**config.mk**
```make
export PLATFORM = sky130hd
export DESIGN_NAME = vga_scan_gen
export DESIGN_NICKNAME = d
export VERILOG_FILES = /design/src/rtl/vga_scan_gen.sv
export SDC_FILE = /design/constraint.sdc
export NUM_CORES = 1
export LEC_CHECK = 0
export BUFFER_PORTS_ARGS = -buffer_cell sky130_fd_sc_hd__buf_2
export CAP_MARGIN = 25
export CORE_MARGIN = 10
export CORE_UTILIZATION = 62
export CTS_CLUSTER_SIZE = 24
export DETAILED_ROUTE_END_ITERATION = 16
export MAX_ROUTING_LAYER = met4
export PLACE_DENSITY_LB_ADDON = 0.25
export SYNTH_ARGS = -nofsm -noshare
export SYNTH_HDL_FRONTEND = slang
export SYNTH_SLANG_ARGS = --single-unit
```
**constraint.sdc**
```tcl
create_clock -name clk -period 3.2 [get_ports clk]
set_input_delay 0.96 -clock clk [delete_from_list [all_inputs] [get_ports clk]]
set_output_delay 0.96 -clock clk [all_outputs]
set_load 0.05 [all_outputs]
```
**src/rtl/vga_scan_gen.sv**
```systemverilog
// Raster scan generator: free-running h/v counters, frame-buffer read requests
// issued RD_LATENCY clocks ahead of display, and a matching delay line that
// realigns enable/HSYNC/VSYNC/FRAME_START with the returned pixel data.
//
// state     | meaning
// ----------+-----------------------------------------------------------
// S_IDLE    | counters parked at 0, no requests, delay line fed inactive
// S_RUN     | counters free-run, one request per visible pixel
// S_STOP_PEND | run dropped; finish the current frame, then go idle
module vga_scan_gen #(
    parameter int H_ACTIVE   = 640,
    parameter int H_FP       = 16,
    parameter int H_SYNC     = 96,
    parameter int H_BP       = 48,
    parameter int V_ACTIVE   = 480,
    parameter int V_FP       = 10,
    parameter int V_SYNC     = 2,
    parameter int V_BP       = 33,
    parameter bit SYNC_POL   = 1'b0,
    parameter int RD_LATENCY = 2,
    parameter int ADDR_W     = 19
) (
    input  logic              clk,
    input  logic              reset,
    input  logic              run,
    output logic              RD_REQ,
    output logic [ADDR_W-1:0] RD_ADDR,
    output logic              enable,
    output logic              HSYNC,
    output logic              VSYNC,
    output logic              FRAME_START,
    output logic              BUSY
);

    localparam int H_TOT = H_ACTIVE + H_FP + H_SYNC + H_BP;
    localparam int V_TOT = V_ACTIVE + V_FP + V_SYNC + V_BP;
    localparam int HW    = $clog2(H_TOT);
    localparam int VW    = $clog2(V_TOT);

    localparam logic [HW-1:0] H_LAST = HW'(H_TOT - 1);
    localparam logic [HW-1:0] H_ACT  = HW'(H_ACTIVE);
    localparam logic [HW-1:0] HS_BEG = HW'(H_ACTIVE + H_FP);
    localparam logic [HW-1:0] HS_END = HW'(H_ACTIVE + H_FP + H_SYNC - 1);
    localparam logic [VW-1:0] V_LAST = VW'(V_TOT - 1);
    localparam logic [VW-1:0] V_ACT  = VW'(V_ACTIVE);
    localparam logic [VW-1:0] VS_BEG = VW'(V_ACTIVE + V_FP);
    localparam logic [VW-1:0] VS_END = VW'(V_ACTIVE + V_FP + V_SYNC - 1);

    if (RD_LATENCY < 1 || RD_LATENCY > 4) begin : g_bad_latency
        $error("vga_scan_gen: RD_LATENCY must be within 1..4");
    end

    typedef enum logic [1:0] {
        S_IDLE      = 2'd0,
        S_RUN       = 2'd1,
        S_STOP_PEND = 2'd2
    } state_t;

    state_t          state;
    state_t          state_nxt;
    logic [HW-1:0]   h_cnt;
    logic [VW-1:0]   v_cnt;
    logic            last_pix;
    logic            scanning;
    logic            act0;
    logic            hs0;
    logic            vs0;
    logic            fs0;
    logic            hs1;
    logic            vs1;
    logic            fs1;
    logic            hs_d;
    logic            vs_d;
    logic [3:0]      dly [RD_LATENCY];

    assign last_pix = (h_cnt == H_LAST) && (v_cnt == V_LAST);
    assign scanning = (state != S_IDLE);

    // State register.
    always_ff @(posedge clk or posedge reset) begin
        if (reset) begin
            state <= S_IDLE;
        end else begin
            state <= state_nxt;
        end
    end

    // Next-state logic. A run drop seen on the last pixel of a frame goes
    // straight to idle so that no further frame is started.
    always_comb begin
        state_nxt = state;
        case (state)
            S_IDLE: begin
                if (run) state_nxt = S_RUN;
            end
            S_RUN: begin
                if (!run) state_nxt = last_pix ? S_IDLE : S_STOP_PEND;
            end
            S_STOP_PEND: begin
                if (run)           state_nxt = S_RUN;
                else if (last_pix) state_nxt = S_IDLE;
            end
            default: state_nxt = S_IDLE;
        endcase
    end

    // Horizontal/vertical counters; parked at the frame origin while idle.
    always_ff @(posedge clk or posedge reset) begin
        if (reset) begin
            h_cnt <= '0;
            v_cnt <= '0;
        end else if (state == S_IDLE) begin
            h_cnt <= '0;
            v_cnt <= '0;
        end else if (h_cnt == H_LAST) begin
            h_cnt <= '0;
            v_cnt <= (v_cnt == V_LAST) ? '0 : v_cnt + VW'(1);
        end else begin
            h_cnt <= h_cnt + HW'(1);
        end
    end

    assign act0 = scanning && (h_cnt < H_ACT) && (v_cnt < V_ACT);
    assign hs0  = scanning && (h_cnt >= HS_BEG) && (h_cnt <= HS_END);
    assign vs0  = scanning && (v_cnt >= VS_BEG) && (v_cnt <= VS_END);
    assign fs0  = scanning && (h_cnt == '0) && (v_cnt == '0);

    // Request stage: address is a running count of issued requests,
    // reloaded to 0 on the first pixel of every frame.
    always_ff @(posedge clk or posedge reset) begin
        if (reset) begin
            RD_REQ  <= 1'b0;
            RD_ADDR <= '0;
            hs1     <= 1'b0;
            vs1     <= 1'b0;
            fs1     <= 1'b0;
        end else begin
            RD_REQ <= act0;
            hs1    <= hs0;
            vs1    <= vs0;
            fs1    <= fs0;
            if (state == S_IDLE) begin
                RD_ADDR <= '0;
            end else if (act0) begin
                RD_ADDR <= fs0 ? '0 : RD_ADDR + ADDR_W'(1);
            end
        end
    end

    // Delay line matching the frame-buffer read latency.
    always_ff @(posedge clk or posedge reset) begin
        if (reset) begin
            for (int i = 0; i < RD_LATENCY; i++) begin
                dly[i] <= '0;
            end
        end else begin
            dly[0] <= {RD_REQ, hs1, vs1, fs1};
            for (int i = 1; i < RD_LATENCY; i++) begin
                dly[i] <= dly[i-1];
            end
        end
    end

    assign {enable, hs_d, vs_d, FRAME_START} = dly[RD_LATENCY-1];
    assign HSYNC = hs_d ? SYNC_POL : ~SYNC_POL;
    assign VSYNC = vs_d ? SYNC_POL : ~SYNC_POL;
    assign BUSY  = scanning;

endmodule

```
# After elaboration in Yosys (flattened, before gate mapping)
# Cells that the tools add are included.
# op_classes
addsub	3
n_lt_le_gt_ge	6
n_eq_ne	7
n_mux	16
n_reduce_logical	16
# op_table
op	count
2-to-1 mux 19 bit	3
2-to-1 mux 10 bit	5
adder 10 x 1 -> 10 bit (second input constant)	2
== test 10 bit (second input constant)	2
zero test 10 bit	2
adder 19 x 1 -> 19 bit (second input constant)	1
>= comparator 10 bit (second input constant)	1
>= comparator 10 x 9 -> 1 bit (second input constant)	1
<= comparator 10 bit (second input constant)	1
<= comparator 10 x 9 -> 1 bit (second input constant)	1
< comparator 10 bit (second input constant)	1
< comparator 10 x 9 -> 1 bit (second input constant)	1
2-to-1 mux 2 bit	5
logical AND 1 bit	9
case mux 2 bit (3 select lines)	1
nonzero test 2 bit	3
inequality test 2 bit (second input constant)	2
inequality test 3 bit (second input constant)	1
AND reduction 3 bit	1
== test 2 x 1 -> 1 bit (second input constant)	1
== test 2 bit (second input constant)	1
zero test 2 bit	1
2-to-1 mux 1 bit	2
# totals
register_bits	53
input_bits	3
output_inout_bits	25
elab_cells	58

# Depth between registers and ports, before layout
# depth
word_depth	6
ltp_mapped	8
depth_no_buf	7

# Worst setup path after synthesis
# Ideal clock, no wire load.
# synth_timing
kind	register to register
startpoint	register RD_ADDR[0]
endpoint	register RD_ADDR[16]
setup_time_ps	78
arrival_time_ps	2033
t_required_ps	3122
path_slack_ps	1089
stages_incl_launch_ff	7
n_path_buf	0
synth_period_minus_slack_ps	2111
cell_sequence	dfrtp_1 -> ha_1 -> nand4_1 -> nor4_2 -> nand3_1 -> or3_1 -> a21oi_1
# synth_via
elab_chain_cells	4
# synth_rtl
item	line	source
from (decl)	27	output logic [ADDR_W-1:0] RD_ADDR,
from (signal assigned)	145	RD_ADDR <= fs0 ? '0 : RD_ADDR + ADDR_W'(1);
adder 19 x 1 -> 19 bit	145	
2-to-1 mux 19 bit	145	
2-to-1 mux 19 bit	144	end else if (act0) begin
2-to-1 mux 19 bit	142	if (state == S_IDLE) begin
# Every way passes these cells. The select of a mux whose other input is x is not followed.
# A chain may end at the register's enable or synchronous reset.

# Worst setup path in the final report
# layout_timing
startpoint	register state[1]
endpoint	output port BUSY
# layout_via
elab_chain_cells	1
# layout_rtl
item	line	source
from (decl)	59	state_t state;
from (signal assigned)	84	state <= state_nxt;
nonzero test 2 bit	77	assign scanning = (state != S_IDLE);
to (decl)	32	output logic BUSY
# Every way passes these cells.

==> results.md <==
Worst setup path:
- Across all register-to-register paths, the minimum setup slack is 1.15 ns.
- On the critical path, the stage with the largest delay is an instance of sky130_fd_sc_hd__dfrtp_1.
- The worst endpoint required time is 2.24 ns.
- The reg-to-reg critical path startpoint is RD_ADDR[0].
- The delay of the slowest cell on the worst path is 0.38 ns.
- For the worst setup path, the data arrival time is 1.45 ns.
- Grouping stages by cell kind, the critical path spends the most delay in buffers and inverters.
- The critical path startpoint is state[1].
- The worst setup path is captured at an output pin.
- The number of cells on the critical path is 3.
- In this run the worst setup path terminates at BUSY.
- The critical path goes through nor2_1, inv_1, buf_2.
- The worst setup path is launched from a register.
- The worst setup path is of the reg -> out kind.
- Measured in cells, the most critical reg-to-reg path has a length of 6.
- The largest fanout on the critical path is 14.
- The reg-to-reg critical path endpoint is RD_ADDR[16].
- The number of buffers and inverters on the critical path is 2.

Clocking:
- The clock sink count is 53.
- TritonCTS built the clock tree.
- The clock tree buffer depth is 2.
- TritonCTS created 5 clock buffers.
- Clock-pin slew was measured on the worst setup and hold paths at 0.11 ns.
- The number of setup buffers added after CTS is 0.
- Gates resized during post-CTS repair numbered 0.
- The post-cts hold buffer count is 0.
- The clock insertion delay at the later pin of the skew report is 0.32 ns.
- The clock root buffer is sky130_fd_sc_hd__clkbuf_8.
- In this run the number of H-tree levels came out at 2.

Yosys:
- Yosys printed 0 warnings.
- The number of synthesized flops with an enable pin is 0.
- The register bit count reported by yosys is 53.
- For this run, asynchronously set or reset flops after synthesis account for 100%.
- Among all flip-flop cells after synthesis, the most frequent one is sky130_fd_sc_hd__dfrtp_1.
- Summing every instance area after synthesis gives 2600 um2.
- The number of nets handed over by synthesis was 274.
- Synthesis instantiated 46 different standard cells from the library.
- The top cell type's share of synthesized area is 50.9%.
- Synthesis handed over a netlist of 266 instances.
- The biggest area consumer among synthesized cells is sky130_fd_sc_hd__dfrtp_1.
- For this run, the register share of the synthesized area comes to 50.9%.
- The average footprint of a synthesized cell is 9.79 um2.
- In the post-synthesis netlist, the biggest area contributors are sky130_fd_sc_hd__dfrtp_1, sky130_fd_sc_hd__nor2_1, sky130_fd_sc_hd__xor2_1.

STA:
- The final-layout setup total negative slack is 0 ns.
- The count of final hold-check violations was 0.
- The portion of the clock cycle consumed by the worst path in the final layout is 75.2%.
- The clock period could shrink to 2.41 ns.
- The number of pins with negative max-slew slack in the final report came to 0.
- Setup violations remaining at the end of the flow were counted as 0.
- Measured against its own limit, the worst slew margin works out to 65.4%.
- Setup repair after global routing left no endpoint under its margin.
- Hold timing on the final database bottoms out at a slack of 0.347 ns.
- The top achievable clock speed is 416 MHz.
- The final worst clock skew is 0.0165 ns.
- For the pin with the worst max-slew slack, the measured transition is 0.514 ns.

Drt:
- For this run, design rule violations remaining after detail routing come to 0.
- The detailed router finished its first iteration with 118 violations.
- Using the TritonRoute via totals, the vias-per-cell ratio works out to 5.92.
- In this run the remaining antenna-violating nets after routing total 0.
- The detailed-router iteration count before antenna repair is 4.
- Summed over all layers, the routed wires come to 5280 um.
- The mean routed wirelength per cell is 15.2 um.
- The total via count after detailed routing is 2,055.

Floorplanning:
- For this configuration, the core starts out at a cell density of 64.6%.
- From left edge to right edge, the die measures 84.8 um.
- The core region is 4030 um2.
- The die is 84.8 um tall.
- The die covers 7190 um2.
- The floorplan has 23 rows.
- The number of I/O pins is 28.

Cells and area:
- Cells with a size suffix above 1 make up 16.8% of the layout.
- Counting the fill cells in the layout gives 294.
- The summed area of non-filler cells in the final layout is 2880 um2.
- The repair_antennas step left the layout with diodes totalling 0.
- The area growth from synthesis to layout is 10.5%.
- After the last flow step, the layout net total stands at 304.
- Leaving out fill and tap cells, the most frequent cells in the layout are sky130_fd_sc_hd__dfrtp_1, sky130_fd_sc_hd__nor2_1, sky130_fd_sc_hd__buf_2, sky130_fd_sc_hd__nand2_1.
- The commonest non-fill, non-tap cell in the layout is sky130_fd_sc_hd__dfrtp_1.

Power and ir drop:
- Summing internal, switching and leakage power gives 1420 uW.
- The sequential share of power is 52.1%.
- The standby leakage power is 0.00131 uW.
- Of the total power, combinational logic draws 20.2%.
- The power dissipated by switching net loads is 463 uW.
- The maximum vdd ir drop is 0.000304 V.
- The ratio of total power to cell area is 494 nW/um2.
- In this run switching power makes up 32.6% of total power.
- The clock share of power is 27.7%.
- The internal portion of the total power is 957 uW.

Worst hold path:
- In this run the worst hold path is classified as reg -> reg.
- The worst hold path was traced through 0 stages.

Flow run:
- The count of max-cap constraint violations is 0.

GRT:
- The wire length of the first global-routing pass is 9180 um.
- The remaining global-route overflow is 0.
- The number of antenna violations at the first check in global routing is 0.
- Across every metal layer, demand over resource in global routing totals 15.8%.
- The pin count of the biggest net entering global routing is 54.
- The via count of the first global-routing pass was 1,976.

Place:
- The cell area reported after detailed placement is 2780 um2.
- The HPWL after detailed placement is 3760 um.
- At the end of routability-driven placement, the weighted congestion stood at 0.908.
- Port buffering added 27 buffers.

Outcome:
- The run finished with clean final reports.
sequential cells by signal (all words and copies together), names as in the netlist:
register and flops:
enable 1, hs1 1, FRAME_START 1, h_cnt 10, state 2, fs1 1
RD_ADDR 19, v_cnt 10, vs1 1, RD_REQ 1, dly 6
how the worst min path moves through the flow:
stage                        endpoint    from  slack, ns
after floorplan           FRAME_START  dly[4]       0.33
final                          dly[6]     hs1       0.35
after global routing           dly[6]     hs1       0.36
after detailed placement  FRAME_START  dly[4]       0.34
after global placement         dly[1]  dly[5]       0.33
after CTS                      dly[6]     hs1       0.35
synthesized netlist by cell type, types with 2 or more instances:
master / number
sky130_fd_sc_hd__a21oi_1: 12
sky130_fd_sc_hd__a31oi_1: 2
sky130_fd_sc_hd__and2_1: 3
sky130_fd_sc_hd__and3_1: 8
sky130_fd_sc_hd__and3_4: 2
sky130_fd_sc_hd__and4_1: 2
sky130_fd_sc_hd__buf_2: 2
sky130_fd_sc_hd__clkbuf_1: 2
sky130_fd_sc_hd__clkbuf_8: 2
sky130_fd_sc_hd__dfrtp_1: 53
sky130_fd_sc_hd__ha_1: 5
sky130_fd_sc_hd__inv_1: 10
sky130_fd_sc_hd__nand2_1: 23
sky130_fd_sc_hd__nand3_1: 13
sky130_fd_sc_hd__nand4_1: 9
sky130_fd_sc_hd__nand4b_1: 2
sky130_fd_sc_hd__nor2_1: 41
sky130_fd_sc_hd__nor3_1: 10
sky130_fd_sc_hd__nor4_1: 3
sky130_fd_sc_hd__nor4b_1: 2
sky130_fd_sc_hd__o21ai_0: 3
sky130_fd_sc_hd__o21ai_1: 6
sky130_fd_sc_hd__or3_1: 3
sky130_fd_sc_hd__or4_1: 4
sky130_fd_sc_hd__xnor2_1: 11
sky130_fd_sc_hd__xor2_1: 13
through the flow:
stage	std cells	utilization (%)	setup slack (ns)
finish	347	71.4	0.793
CTS	347	71.4	0.797
global placement	339	69.1	1.19
detailed placement	339	69.1	1.14
floorplan	266	-	0.954
global route	347	71.4	0.723
kinds of logic after synthesis:
group                      after synthesis  share of synthesized area (%)
AOI/OAI and AO/OA                       31                           7.11
xor gates and xnor gates                24                           8.07
buffers and inverters                   16                           3.17
and+or+nand+nor                        136                           27.9
adders and majority gates                5                           2.40
muxes                                    1                          0.384
DFF                                     53                           50.9
layout make-up:
cell class	count	area (um2)	area share, %
Clock buffer	5	68.8	2.39
Clock inverter	3	25.0	0.870
Inverter	10	37.5	1.30
Multi-Input combinational cell	197	1190	41.5
Sequential cell	53	1330	46.1
Tap cell	50	62.6	2.17
Timing Repair Buffer	29	163	5.65
worst register-to-register path, stage by stage, from the launching register on:
cell                      delay, ns
sky130_fd_sc_hd__dfrtp_1       0.49
sky130_fd_sc_hd__ha_1          0.25
sky130_fd_sc_hd__nand4_1       0.18
sky130_fd_sc_hd__nor4_2        0.46
sky130_fd_sc_hd__nand3_1       0.11
sky130_fd_sc_hd__or3_1         0.33
sky130_fd_sc_hd__a21oi_1       0.16
power by group through the flow:
stage	clock [uW]	sequential, uW	combinational [uW]
2_1_floorplan	0	801	168
3_3_place_gp	0	750	282
3_5_place_dp	0	751	288
4_1_cts	400	739	289
5_1_grt	430	742	320
6_report	393	740	287
per-layer routing:
metal  track usage [%]  part of all wire, %
met5                 -                    0
met4              7.19                  2.4
met3              4.15                  7.8
met2              24.0                   47
met1              19.2                   42
No activity file was read; power rests on OpenSTA's default activity.
